**src/rtl/axis_frame_capture_ctrl.sv**
```systemverilog
// rtl/axis_frame_capture_ctrl.sv - frame-boundary capture sequencer with geometry checks (optional FRAME_GEOM_REPAIR_EN)
module axis_frame_capture_ctrl #(
    parameter int DATA_W   = 24,
    parameter int H_ACTIVE = 1920,
    parameter int V_ACTIVE = 1080,
    parameter int CNT_W    = 16
) (
    input  logic              aclk,
    input  logic              aresetn,
    input  logic              ctrl_start,
    input  logic              ctrl_stop,
    input  logic [CNT_W-1:0]  ctrl_frames,
    input  logic [DATA_W-1:0] s_axis_tdata,
    input  logic              s_axis_tvalid,
    output logic              s_axis_tready,
    input  logic              s_axis_tlast,
    input  logic              s_axis_tuser,
    output logic [DATA_W-1:0] m_axis_tdata,
    output logic              m_axis_tvalid,
    input  logic              m_axis_tready,
    output logic              m_axis_tlast,
    output logic              m_axis_tuser,
    output logic              sts_busy,
    output logic              sts_frame_done,
    output logic [CNT_W-1:0]  sts_frame_cnt,
    output logic [2:0]        sts_err,
    input  logic              sts_err_clr
);

    localparam logic [1:0] ST_IDLE     = 2'd0;
    localparam logic [1:0] ST_WAIT_SOF = 2'd1;
    localparam logic [1:0] ST_CAPTURE  = 2'd2;

    localparam logic [CNT_W-1:0] X_LAST  = CNT_W'(H_ACTIVE - 1);
    localparam logic [CNT_W-1:0] Y_LAST  = CNT_W'(V_ACTIVE - 1);
    localparam logic [CNT_W-1:0] CNT_ONE = CNT_W'(1);

    logic [1:0]       state;
    logic [CNT_W-1:0] x_cnt;
    logic [CNT_W-1:0] y_cnt;
    logic [CNT_W-1:0] frame_cnt;
    logic [CNT_W-1:0] frames_tgt;
    logic             stop_pend;

    logic             slice_rdy;
    logic             acc;
    logic             fwd;
    logic             sof_beat;
    logic [CNT_W-1:0] pos_x;
    logic [CNT_W-1:0] pos_y;
    logic             at_x_end;
    logic             line_end;
    logic             frame_end;
    logic [2:0]       err_set;
    logic [CNT_W-1:0] frame_cnt_nxt;
    logic             out_tlast;

    // The source is never stalled while idle; during reset it sees no ready at all.
    assign slice_rdy     = ~m_axis_tvalid | m_axis_tready;
    assign s_axis_tready = aresetn & ((state == ST_IDLE) | slice_rdy);
    assign sts_busy      = (state != ST_IDLE);
    assign sts_frame_cnt = frame_cnt;

    // Beat classification and geometry tracking; a start-of-frame beat is counted as position (0,0).
    always_comb begin
        acc           = s_axis_tvalid & s_axis_tready;
        fwd           = acc & ((state == ST_CAPTURE) | ((state == ST_WAIT_SOF) & s_axis_tuser));
        sof_beat      = fwd & s_axis_tuser;
        pos_x         = sof_beat ? '0 : x_cnt;
        pos_y         = sof_beat ? '0 : y_cnt;
        at_x_end      = (pos_x == X_LAST);
`ifdef FRAME_GEOM_REPAIR_EN
        line_end      = at_x_end;
        out_tlast     = at_x_end;
`else
        line_end      = s_axis_tlast | at_x_end;
        out_tlast     = s_axis_tlast;
`endif
        frame_end     = fwd & line_end & (pos_y == Y_LAST);
        err_set[0]    = fwd & s_axis_tlast & ~at_x_end;
        err_set[1]    = fwd & at_x_end & ~s_axis_tlast;
        err_set[2]    = fwd & (state == ST_CAPTURE) & s_axis_tuser & ((x_cnt != '0) | (y_cnt != '0));
        frame_cnt_nxt = frame_cnt + CNT_ONE;
    end

    // Capture sequencer: start/stop only take effect on frame boundaries.
    always_ff @(posedge aclk or negedge aresetn) begin
        if (!aresetn) begin
            state      <= ST_IDLE;
            x_cnt      <= '0;
            y_cnt      <= '0;
            frame_cnt  <= '0;
            frames_tgt <= '0;
            stop_pend  <= 1'b0;
        end else begin
            case (state)
                ST_IDLE: begin
                    if (ctrl_start && !ctrl_stop) begin
                        state      <= ST_WAIT_SOF;
                        frame_cnt  <= '0;
                        frames_tgt <= ctrl_frames;
                        stop_pend  <= 1'b0;
                        x_cnt      <= '0;
                        y_cnt      <= '0;
                    end
                end
                ST_WAIT_SOF, ST_CAPTURE: begin
                    if (state == ST_CAPTURE && ctrl_stop) begin
                        stop_pend <= 1'b1;
                    end
                    if (fwd) begin
                        if (line_end) begin
                            x_cnt <= '0;
                            y_cnt <= (pos_y == Y_LAST) ? '0 : pos_y + CNT_ONE;
                        end else begin
                            x_cnt <= pos_x + CNT_ONE;
                            y_cnt <= pos_y;
                        end
                        if (frame_end) begin
                            frame_cnt <= frame_cnt_nxt;
                            if (stop_pend || ctrl_stop ||
                                ((frames_tgt != '0) && (frame_cnt_nxt == frames_tgt))) begin
                                state     <= ST_IDLE;
                                stop_pend <= 1'b0;
                            end else begin
                                state <= ST_WAIT_SOF;
                            end
                        end else begin
                            state <= ST_CAPTURE;
                        end
                    end
                    // Waiting for a frame start holds nothing worth finishing, so stop is immediate.
                    if (state == ST_WAIT_SOF && ctrl_stop) begin
                        state     <= ST_IDLE;
                        stop_pend <= 1'b0;
                    end
                end
                default: begin
                    state     <= ST_IDLE;
                    stop_pend <= 1'b0;
                end
            endcase
        end
    end

    // Output register slice: load on forward, otherwise drain when the sink takes the beat.
    always_ff @(posedge aclk or negedge aresetn) begin
        if (!aresetn) begin
            m_axis_tvalid <= 1'b0;
            m_axis_tdata  <= '0;
            m_axis_tlast  <= 1'b0;
            m_axis_tuser  <= 1'b0;
        end else if (fwd) begin
            m_axis_tvalid <= 1'b1;
            m_axis_tdata  <= s_axis_tdata;
            m_axis_tlast  <= out_tlast;
            m_axis_tuser  <= s_axis_tuser;
        end else if (m_axis_tready) begin
            m_axis_tvalid <= 1'b0;
        end
    end

    // Status: frame-done pulse and sticky errors where a new set beats a clear.
    always_ff @(posedge aclk or negedge aresetn) begin
        if (!aresetn) begin
            sts_frame_done <= 1'b0;
            sts_err        <= 3'b000;
        end else begin
            sts_frame_done <= frame_end;
            sts_err        <= (sts_err & ~{3{sts_err_clr}}) | err_set;
        end
    end

endmodule

```
**config.mk**
```make
export PLATFORM = sky130hd
export DESIGN_NAME = axis_frame_capture_ctrl
export DESIGN_NICKNAME = d
export VERILOG_FILES = /design/src/rtl/axis_frame_capture_ctrl.sv
export SDC_FILE = /design/constraint.sdc
export NUM_CORES = 1
export LEC_CHECK = 0
export BUFFER_PORTS_ARGS = -buffer_cell sky130_fd_sc_hd__clkbuf_2
export CORE_MARGIN = 5
export CORE_UTILIZATION = 46
export CTS_BUF_LIST = sky130_fd_sc_hd__clkbuf_4
export DETAILED_ROUTE_END_ITERATION = 7
export PLACE_DENSITY_LB_ADDON = 0.15
export SLEW_MARGIN = 20
export SYNTH_ARGS = -nofsm -noshare
export SYNTH_HDL_FRONTEND = slang
export SYNTH_SLANG_ARGS = --single-unit
```
**constraint.sdc**
```tcl
create_clock -name aclk -period 6.4 [get_ports aclk]
set_input_delay 0.64 -clock aclk [delete_from_list [all_inputs] [get_ports aclk]]
set_output_delay 0.64 -clock aclk [all_outputs]
set_load 0.03 [all_outputs]
```
# After elaboration in Yosys (flattened, before gate mapping)

Index checks and enable logic that the tools add are counted.

Add/sub/neg operators: 3
Multiply operators: 0
Div/mod/pow operators: 0
Magnitude comparators: 0
Equal/unequal tests: 9
Shift operators: 0
Muxes and demuxes: 28
Bitwise gates (word level): 25
Reductions and logical operators: 19

Operator list:

| cell                    | number |
|---|---|
| $mux W16                | 10 |
| $pmux W16 S2            | 3 |
| $add A16 B1 Y16 const B | 3 |
| $reduce_bool A16 Y1     | 3 |
| $eq A16 B11 Y1 const B  | 2 |
| $eq A16 B16 Y1          | 1 |
| $and A1 B1 Y1           | 14 |
| $mux W1                 | 9 |
| $mux W2                 | 4 |
| $reduce_bool A2 Y1      | 3 |
| $or A1 B1 Y1            | 5 |
| $logic_and A1 B1 Y1     | 4 |
| $ne A2 B2 Y1 const B    | 2 |
| $pmux W2 S2             | 1 |
| $reduce_and A2 Y1       | 2 |
| $reduce_and A4 Y1       | 1 |
| $and A3 B3 Y3           | 1 |
| $ne A3 B3 Y1 const B    | 1 |
| $not A1 Y1              | 3 |
| $not A3 Y3              | 1 |
| $or A3 B3 Y3            | 1 |
| $reduce_and A3 Y1       | 1 |
| $eq A2 B1 Y1 const B    | 1 |
| $eq A2 B2 Y1 const B    | 1 |
| other kinds (6)         | 7 |

Register bits: 98
Latch bits: 0
Memory bits (writable): 0
Bits in read-only memories: 0
Input port bits: 49
Memories kept: 0

# Longest topological paths before layout

Gate-level depths: netlist of the first run.

Depth in word-level cells: 16
Gate-level depth with buffers: 16

# Worst setup path after synthesis of the first run

OpenSTA, ideal clock, no wires.

Path type: register to register
From: register state[0]
To: register frame_cnt[5] (netlist: sts_frame_cnt[5])
Arrival time: 3342 ps
Required time: 6252 ps
Slack: 2910 ps
Stages on the path, launching flop included: 17
Buffers on the path: 4
Cells stage by stage: dfrtp_1 > inv_1 > ha_1 > nor3b_4 > or3_1 > buf_2 > clkbuf_1 > and2_1 > ha_1 > and3_1 > and4_1 > a21o_1 > buf_2 > nand3_1 > o22ai_1 > clkbuf_1 > a31oi_1

Cells in the longest elaborated chain, start to end: 13
Elaborated cells between the ends (all ways): 24
Classes of those cells: eq/ne (7); mux (3); bitwise (10); reduce/logical (4)

Ends and longest elaborated chain:

| element                            | line   | RTL |
|---|---|---|
| from (decl)                        | 38     | `logic [1:0] state;` |
| from (signal assigned)             | 89     | `state <= ST_IDLE;` |
| from (signal assigned)             | 99     | `state <= ST_WAIT_SOF;` |
| from (signal assigned)             | 123    | `state <= ST_IDLE;` |
| $logic_not A2 Y1                   | 60, 96 |  |
| $or A1 B1 Y1                       | 60     | `assign s_axis_tready = aresetn & ((state == ST_IDLE) \| slice_rdy);` |
| $and A1 B1 Y1                      | 60     |  |
| $and A1 B1 Y1                      | 66     | `acc = s_axis_tvalid & s_axis_tready;` |
| $and A1 B1 Y1                      | 67     | `fwd = acc & ((state == ST_CAPTURE) \| ((state == ST_WAIT_SOF) & s_axis_tuser));` |
| $and A1 B1 Y1                      | 68     | `sof_beat = fwd & s_axis_tuser;` |
| $mux W16                           | 69     | `pos_x = sof_beat ? '0 : x_cnt;` |
| $eq A16 B11 Y1                     | 71     | `at_x_end = (pos_x == X_LAST);` |
| $or A1 B1 Y1                       | 76     | `line_end = s_axis_tlast \| at_x_end;` |
| $and A1 B1 Y1 (2 in a row)         | 79     | `frame_end = fwd & line_end & (pos_y == Y_LAST);` |
| $ne A2 B2 Y1 (no source line)      | -      |  |
| $reduce_and A4 Y1 (no source line) | -      |  |
| to (signal assigned)               | 120    | `frame_cnt <= frame_cnt_nxt;` |
| to (decl)                          | 41     | `logic [CNT_W-1:0] frame_cnt;` |

Parallel ways exist; a longest one is shown, timed or not.
A chain may end at the register's enable or synchronous reset.

# Worst setup path after layout of the first run

From: register state[0]
To: register frame_cnt[13] (netlist: sts_frame_cnt[13])

The elaborated chain is that of the path after synthesis.

==> impl_metrics.py, run 1 <==
metrics = {
    "yosys": {
        "mappedNetlistArea_sq_um": 5538,
        "post_synth_xor_area_fraction_pct": 3.005,
        "synth_ff_type": "sky130_fd_sc_hd__dfrtp_1",
        "synth_cells": 637,
        "synth_seq_area_share_pct": 44.28,
        "synth.top_cell.area_share_pct": 44.28,
        "synthesized_area_fraction_occupied_by_adder_cells_pct": 1.582,
        "post_synth_edffs": 0,
        "synth_mux_area_share_pct": 3.841,
        "most_numerous_cell_types_in_the_synthesized_netlist": "sky130_fd_sc_hd__nand2_1, sky130_fd_sc_hd__dfrtp_1, sky130_fd_sc_hd__o21ai_0",
        "synth_top_family_by_area": "simple AND/OR/NAND/NOR gates",
        "ys_seq_elements": 98,
        "number_of_nets_in_the_synthesized_netlist": 693,
        "synth_area_leader_cell": "sky130_fd_sc_hd__dfrtp_1",
        "post_synthesis_compound_gate_area_fraction_pct": 16.83,
        "synth.most_common_cell": "sky130_fd_sc_hd__nand2_1",
        "synth_top_cells_by_area": "sky130_fd_sc_hd__dfrtp_1, sky130_fd_sc_hd__nand2_1, sky130_fd_sc_hd__mux2_2, sky130_fd_sc_hd__o21ai_0, sky130_fd_sc_hd__nand3_1",
        "ys_async_sr_fraction_pct": 100.0,
        "post_synth_and_or_nand_nor_area_fraction_pct": 26.64,
        "synth.distinct_cells": 62,
        "syn-mean-instance-area_sq_um": 8.694,
        "synthesis.yosys.warnings": 0,
    },
    "floorplanning": {
        "effective_utilization_at_floorplan_pct": 46.49,
        "die_height_microns": 119.7,
        "num_io_pins": 98,
        "row_count": 40,
        "dieWidth_microns": 119.7,
        "core_region_sq_um": 11910,
        "die_area_sq_um": 14330,
    },
    "drt": {
        "routed-via-count": 5128,
        "drt_pre_antenna_iters": 7,
        "drt_iter0_markers": 477,
        "wl_microns": 14870,
        "route.detailed.wl_per_inst_microns": 17.17,
        "remaining_drc_errors": 0,
        "drt.antenna.violating_nets": 0,
        "viasPerCell": 5.921,
    },
    "sta": {
        "tns_ps": 0,
        "fmax_mhz": 224.4,
        "grt_setup_unrepaired": "no",
        "hold_violations": 0,
        "skew_ps": 20.74,
        "timing.max_slew.rel_slack_pct": 32.70,
        "finalMaxSlewViolations": 0,
        "fin_crit_ps": 4457,
        "setup-violations-final": 0,
        "timing_worst_slew_pin_value_ps": 1009,
        "final.period_utilization_pct": 69.64,
        "final.setup.worst_slack_ps": 1943,
    },
    "clock_tree": {
        "tritoncts": "built",
        "htreeDepth": 3,
        "clock-sinks": 98,
        "cts_post_setup_buffers_inserted": 0,
        "path_clk_slew_ps": 150,
        "insertion_delay_ps": 460,
        "numCtsBuffers": 9,
        "cts_repair_resize_count": 0,
        "clock_tree.root_cell": "sky130_fd_sc_hd__clkbuf_4",
        "post_cts_hold_buffer_count": 0,
        "ctsLongestPathBuffers": 2,
    },
    "setup_path": {
        "most_prevalent_standard_cell_on_the_critical_path": "sky130_fd_sc_hd__ha_1",
        "timing.critical_path.slowest_cell_delay_ps": 770,
        "critical_path_peak_fanout": 20,
        "crit_buf_inv": 1,
        "required_ps": 6710,
        "arrival_time_at_the_worst_endpoint_ps": 4770,
        "critPathTopFamily": "simple AND/OR/NAND/NOR gates",
        "critPathLaunchType": "flop",
        "setup.worst_path.class": "reg2reg",
        "cpMaxStageDelayCell": "sky130_fd_sc_hd__o22ai_1",
        "crit_path_cell_trace": "inv_1 > ha_1 > nor3b_4 > or3_1 > and2_1 > ha_1 > and3_1 > and4_1 > a21o_1 > nand3_1 > o22ai_1 > a31oi_1",
        "end_kind": "flop",
    },
    "global_route": {
        "largest_net_degree_at_the_start_of_global_routing": 59,
        "grt.total_usage_pct": 21.10,
        "grt-ovfl-total": 0,
        "wire_length_of_the_first_global_routing_pass_microns": 24840,
        "grt_pass1_vias": 4847,
        "grt_antenna_before_repair": 0,
    },
    "power_and_ir_drop": {
        "portion_of_total_power_attributed_to_sequential_cells_pct": 43.2,
        "net-switching-power_w": 0.0008767,
        "power_density_nw_per_um2": 328.6,
        "switching_share_pct": 42.73,
        "max-vdd-ir-drop_mv": 0.1877,
        "p_int_w": 0.001175,
        "power.share.combinational_pct": 41.1,
        "power.static_leakage_nw": 2.815,
        "power.share.clock_pct": 15.7,
    },
    "run": {
        "number_of_max_cap_violations": 0,
    },
    "placement": {
        "hpwl_microns": 10750,
        "dp.cells": 851,
        "gp_routability_congestion": 0.9208,
        "preCtsSetupSlack_ps": 1649,
        "numPortBuffers": 97,
    },
    "finish": {
        "num_antenna_cells": 0,
        "flow.area_growth_from_synthesis_pct": 12.74,
        "finish.cell_count_without_fillers": 866,
        "drive_gt1_share_pct": 20.45,
        "nNetsFinal": 771,
    },
    "status": {
        "run_status": "complete, no violations",
    },
    "hold_path": {
        "min_path_type": "in2async",
    },
}
## per-stage QoR
stage	area [sq um]	util, %	power, W	hold WS, ps
2_1_floorplan	5538	-	0.001490	344.4
3_3_place_gp	6112	51.31	0.001726	457.1
3_5_place_dp	6112	51.31	0.001743	461.5
4_1_cts	6243	52.42	0.002073	147.4
5_1_grt	6243	52.42	0.002205	162.9
6_report	6243	52.42	0.002052	160.4
## placed cells by master, fill, tap and decap left out, types with 7 or more instances in the layout
master / count
sky130_fd_sc_hd__clkbuf_4: 10
sky130_fd_sc_hd__xnor2_1: 13
sky130_fd_sc_hd__inv_1: 21
sky130_fd_sc_hd__a31oi_1: 19
sky130_fd_sc_hd__and3_1: 12
sky130_fd_sc_hd__ha_1: 7
sky130_fd_sc_hd__a21oi_1: 21
sky130_fd_sc_hd__dfrtp_1: 98
sky130_fd_sc_hd__o21ai_0: 38
sky130_fd_sc_hd__nor2_1: 28
sky130_fd_sc_hd__a22o_1: 8
sky130_fd_sc_hd__nand4_1: 16
sky130_fd_sc_hd__nand2_1: 127
sky130_fd_sc_hd__mux2_2: 18
sky130_fd_sc_hd__clkbuf_2: 96
sky130_fd_sc_hd__or3_1: 8
sky130_fd_sc_hd__and2_1: 7
sky130_fd_sc_hd__nor3_1: 19
sky130_fd_sc_hd__nor4_1: 19
sky130_fd_sc_hd__nand3_1: 29
sky130_fd_sc_hd__o31ai_1: 11
## cell families after synthesis
group,count (synthesis)
buffers and inverters,55
and+or+nand+nor,297
adders and majority gates,7
DFF,98
xor gates and xnor gates,19
muxes,19
AOI/OAI and AO/OA,142
## power by group through the flow
stage | combinational [W] | clock [W] | sequential (W)
floorplan | 0.000458 | 0 | 0.00103
global placement | 0.000832 | 0 | 0.000893
detailed placement | 0.000846 | 0 | 0.000897
CTS | 0.000847 | 0.000338 | 0.000888
global route | 0.000933 | 0.000363 | 0.000909
finish | 0.000842 | 0.000323 | 0.000886
## metal layers
metal | vias up | part of all wire [%] | routed length (microns) | GRT usage (%)
met2 | 195 | 44 | 6527 | 30.08
met3 | 23 | 7.7 | 1140 | 5.184
met5 | - | 0 | 0 | 0
met4 | 0 | 1.9 | 282 | 7.659
li1 | 2470 | - | - | -
met1 | 2440 | 47 | 6917 | 31.06
## state kept, by name, summed over array words and instances, names as in the netlist
| signal | count |
|---|---|
| m_axis_tuser | 1 |
| m_axis_tdata | 24 |
| state | 2 |
| y_cnt | 16 |
| sts_frame_done | 1 |
| stop_pend | 1 |
| sts_frame_cnt | 16 |
| frames_tgt | 16 |
| m_axis_tlast | 1 |
| m_axis_tvalid | 1 |
| sts_err | 3 |
| x_cnt | 16 |
## layout make-up
cell class,count,area (sq um)
clock buffer,10,75.07
multi-input combinational,484,2879
timing repair buffer,101,518.0
clock inverter,5,56.30
tap,147,183.9
inverter,21,78.83
fill,1127,5668
sequential,98,2452
## path summary, 6_finish.rpt
check | from | endpoint | slack [ps] | depth (start not counted)
min reg2reg | m_axis_tdata[8] | m_axis_tdata[8] | 490 | 2
min | aresetn | sts_frame_cnt[8] | 160 | 1
min in group aclk | s_axis_tdata[10] | m_axis_tdata[10] | 360 | 3
max | state[0] | sts_frame_cnt[13] | 1940 | 12
max in group asynchronous | aresetn | y_cnt[3] | 5090 | 2
max reg2reg | state[0] | sts_frame_cnt[13] | 1940 | 12
No activity file was read; power rests on OpenSTA's default activity.
==> run 2, diff against run 1 <==
--- a/config.mk
+++ b/config.mk
@@ -5,6 +5,7 @@
 export SDC_FILE = /design/constraint.sdc
 export NUM_CORES = 1
 export LEC_CHECK = 0
+export ABC_AREA = 1
 export BUFFER_PORTS_ARGS = -buffer_cell sky130_fd_sc_hd__clkbuf_2
 export CORE_MARGIN = 5
 export CORE_UTILIZATION = 46
==> constraint.sdc (replaced) <==
create_clock -name aclk -period 3.7 [get_ports aclk]
set_input_delay 0.37 -clock aclk [delete_from_list [all_inputs] [get_ports aclk]]
set_output_delay 0.37 -clock aclk [all_outputs]
set_load 0.03 [all_outputs]
==> impl_metrics.py, run 2 <==
metrics = {
    "finish": {
        "final_common_cell": "sky130_fd_sc_hd__nand2_1",
        "multi_input_comb_area_sq_um": 2908,
        "flow.area_growth_from_synthesis_pct": 13.39,
        "most_used_cells_in_the_layout_excluding_fill_and_tap_cells": "sky130_fd_sc_hd__nand2_1, sky130_fd_sc_hd__dfrtp_1, sky130_fd_sc_hd__clkbuf_2, sky130_fd_sc_hd__inv_1, sky130_fd_sc_hd__nor2_1",
        "nNetsFinal": 932,
        "drive_gt1_share_pct": 19.18,
        "area_of_all_sequential_standard_cells_sq_um": 2452,
        "regMostFlops": "m_axis_tdata",
        "largest_register_ff_count": 24,
        "nFillCells": 1306,
    },
    "setup_path": {
        "most_prevalent_standard_cell_on_the_critical_path": "sky130_fd_sc_hd__nand2_1",
        "end_kind": "flop",
        "cpMaxStageDelayCell": "sky130_fd_sc_hd__dfrtp_1",
        "critical_path_peak_fanout": 32,
        "critPathTopFamily": "simple AND/OR/NAND/NOR gates",
        "critPathLaunchType": "flop",
        "crit_path_cell_trace": "inv_1 > ha_1 > inv_2 > nand3_4 > nand4_4 > nor2_8 > nor2_2 > ha_1 > nand2_1 > inv_1 > nand2_2 > nor2_4 > nand2_4 > nand2_4 > nand3_2 > nand2_1 > nand2_2 > nand2_1 > o21ai_2",
        "crit_buf_inv": 3,
        "timing.critical_path.slowest_cell_delay_ps": 430,
        "setup.worst_path.class": "reg2reg",
        "required_ps": 4060,
        "arrival_time_at_the_worst_endpoint_ps": 3670,
    },
    "global_route": {
        "grt_pass1_vias": 5220,
        "wire_length_of_the_first_global_routing_pass_microns": 24880,
        "grt_antenna_before_repair": 1,
        "largest_net_degree_at_the_start_of_global_routing": 47,
        "grt.total_usage_pct": 20.78,
        "grt-ovfl-total": 0,
    },
    "sta": {
        "hold_violations": 0,
        "holdWs_ps": 74.80,
        "final.period_utilization_pct": 89.55,
        "tns_ps": 0,
        "setup-violations-final": 0,
        "grt_setup_unrepaired": "no",
        "timing.max_slew.rel_slack_pct": 48.93,
        "fin_crit_ps": 3313,
        "skew_ps": 22.08,
        "fmax_mhz": 301.8,
        "timing_worst_slew_pin_value_ps": 763.4,
        "finalMaxSlewViolations": 0,
    },
    "yosys": {
        "synth_seq_area_share_pct": 42.27,
        "mappedNetlistArea_sq_um": 5802,
        "synth.distinct_cells": 43,
        "ys_seq_elements": 98,
        "ys_async_sr_fraction_pct": 100.0,
        "synth.most_common_cell": "sky130_fd_sc_hd__nand2_1",
        "synth_top_cells_by_area": "sky130_fd_sc_hd__dfrtp_1, sky130_fd_sc_hd__nand2_1, sky130_fd_sc_hd__nand3_1, sky130_fd_sc_hd__inv_1, sky130_fd_sc_hd__nor2_1",
        "synth_cells": 782,
        "most_numerous_cell_types_in_the_synthesized_netlist": "sky130_fd_sc_hd__nand2_1, sky130_fd_sc_hd__dfrtp_1, sky130_fd_sc_hd__inv_1",
        "synth_ff_type": "sky130_fd_sc_hd__dfrtp_1",
        "syn-mean-instance-area_sq_um": 7.419,
        "synth.top_cell.area_share_pct": 42.27,
        "synthesis.yosys.warnings": 0,
        "synth_area_leader_cell": "sky130_fd_sc_hd__dfrtp_1",
        "post_synth_edffs": 0,
        "number_of_nets_in_the_synthesized_netlist": 838,
    },
    "floorplanning": {
        "effective_utilization_at_floorplan_pct": 46.35,
        "dieWidth_microns": 122.3,
        "row_count": 41,
        "die_height_microns": 122.3,
        "num_io_pins": 98,
        "die_area_sq_um": 14960,
        "core_region_sq_um": 12520,
    },
    "placement": {
        "hpwl_microns": 11060,
        "gp_routability_congestion": 0.8985,
        "numPortBuffers": 97,
    },
    "drt": {
        "met1_length_microns": 7086,
        "remaining_drc_errors": 0,
        "detailroute.wirelength.met3_microns": 774,
        "drt_iter0_markers": 332,
        "viasPerCell": 5.128,
        "detailroute.wirelength.met2_microns": 6828,
        "wl_microns": 14940,
        "route.detailed.wl_per_inst_microns": 14.17,
        "maxUsedRoutingLayer": "met4",
        "drt_pre_antenna_iters": 4,
        "drt.antenna.violating_nets": 0,
        "routed-via-count": 5405,
    },
    "clock_tree": {
        "ctsLongestPathBuffers": 2,
        "post_cts_hold_buffer_count": 1,
        "clock_tree.root_cell": "sky130_fd_sc_hd__clkbuf_4",
        "numCtsBuffers": 9,
        "path_clk_slew_ps": 160,
        "insertion_delay_ps": 470,
        "cts_post_setup_buffers_inserted": 0,
        "cts_repair_resize_count": 0,
        "clock-sinks": 98,
        "tritoncts": "built",
        "htreeDepth": 3,
    },
    "run": {
        "number_of_max_cap_violations": 0,
    },
    "hold_path": {
        "min_path_type": "in2reg",
    },
    "power_and_ir_drop": {
        "power.static_leakage_nw": 3.257,
        "power_density_nw_per_um2": 617.3,
        "max-vdd-ir-drop_mv": 0.4693,
    },
    "status": {
        "run_status": "complete, no violations",
    },
}
run 2: cell count changes in the layout (fill, tap and decap cells not counted), moves of 12 or more:
| cell | before | now |
|---|---|---|
| sky130_fd_sc_hd__nand2_1 | 127 | 258 |
| sky130_fd_sc_hd__and3_1 | 12 | 0 |
| sky130_fd_sc_hd__nand3_1 | 29 | 62 |
| sky130_fd_sc_hd__nor2_1 | 28 | 75 |
| sky130_fd_sc_hd__mux2_2 | 18 | 5 |
| sky130_fd_sc_hd__a31oi_1 | 19 | 1 |
| sky130_fd_sc_hd__inv_1 | 21 | 79 |
| sky130_fd_sc_hd__o21ai_2 | 0 | 16 |
run 2: worst paths after layout:
path	start	to	slack (ps)	depth (start not counted)
max	state[0]	sts_frame_cnt[6]	390	19
min	s_axis_tdata[3]	m_axis_tdata[3]	70	3
max reg2reg	state[0]	sts_frame_cnt[6]	390	19
min reg2reg	m_axis_tdata[10]	m_axis_tdata[10]	500	2
max in group asynchronous	aresetn	m_axis_tdata[0]	1950	4
min in group asynchronous	aresetn	x_cnt[4]	280	2
run 2: layout make-up:
cell class / instances / share of cell area [%]
Multi-Input combinational cell: 578 / 44.20
Sequential cell: 98 / 37.28
Timing Repair Buffer: 105 / 8.368
Inverter: 84 / 4.793
Tap cell: 172 / 3.271
Clock buffer: 9 / 1.027
Clock inverter: 7 / 1.027
Antenna cell: 1 / 0.03804
run 2: routing by layer:
metal	track usage (%)	vias to the layer above
met5	0	-
met1	28.87	2535
met2	33.01	148
met4	6.998	0
li1	-	2706
met3	3.641	16
run 2: cells by family (layout without fill, tap and decap cells):
family                     Yosys count  after routing  synth area share [%]
and+or+nand+nor                    464            464                 35.95
buffers and inverters              106            205                 7.613
DFF                                 98             98                 42.27
AOI/OAI and AO/OA                   83             83                 8.820
xor gates and xnor gates            19             19                 2.868
adders and majority gates            7              7                 1.510
muxes                                5              5                0.9704
other                                0              1                     0
run 2: metrics by stage:
| stage | power (W) | area (sq um) | setup slack [ps] | util, % | std cells |
|---|---|---|---|---|---|
| floorplan | 0.002986 | 5802 | 985.8 | - | 782 |
| global placement | 0.003461 | 6431 | 562.5 | 51.38 | 1036 |
| detailed placement | 0.003511 | 6431 | 408.5 | 51.38 | 1036 |
| CTS | 0.004108 | 6576 | 363.8 | 52.54 | 1053 |
| global route | 0.004376 | 6579 | 51.76 | 52.56 | 1054 |
| finish | 0.004061 | 6579 | 386.7 | 52.56 | 1054 |
run 2: worst register-to-register path: cells and delay by family (launching register included):
kind,cells,cell delay (ps)
AND/OR/NAND/NOR,13,2010
adder cells (fa/ha/maj),2,440
flip-flops,1,430
buffers and inverters,3,270
AO/OA/AOI/OAI,1,70
run 2: power breakdown:
part	switching, W	total, W	internal [W]
clock	0.000382	0.000586	0.000204
combinational	0.00134	0.00189	0.000542
sequential	0.000219	0.00159	0.00137
total	0.00195	0.00406	0.00212
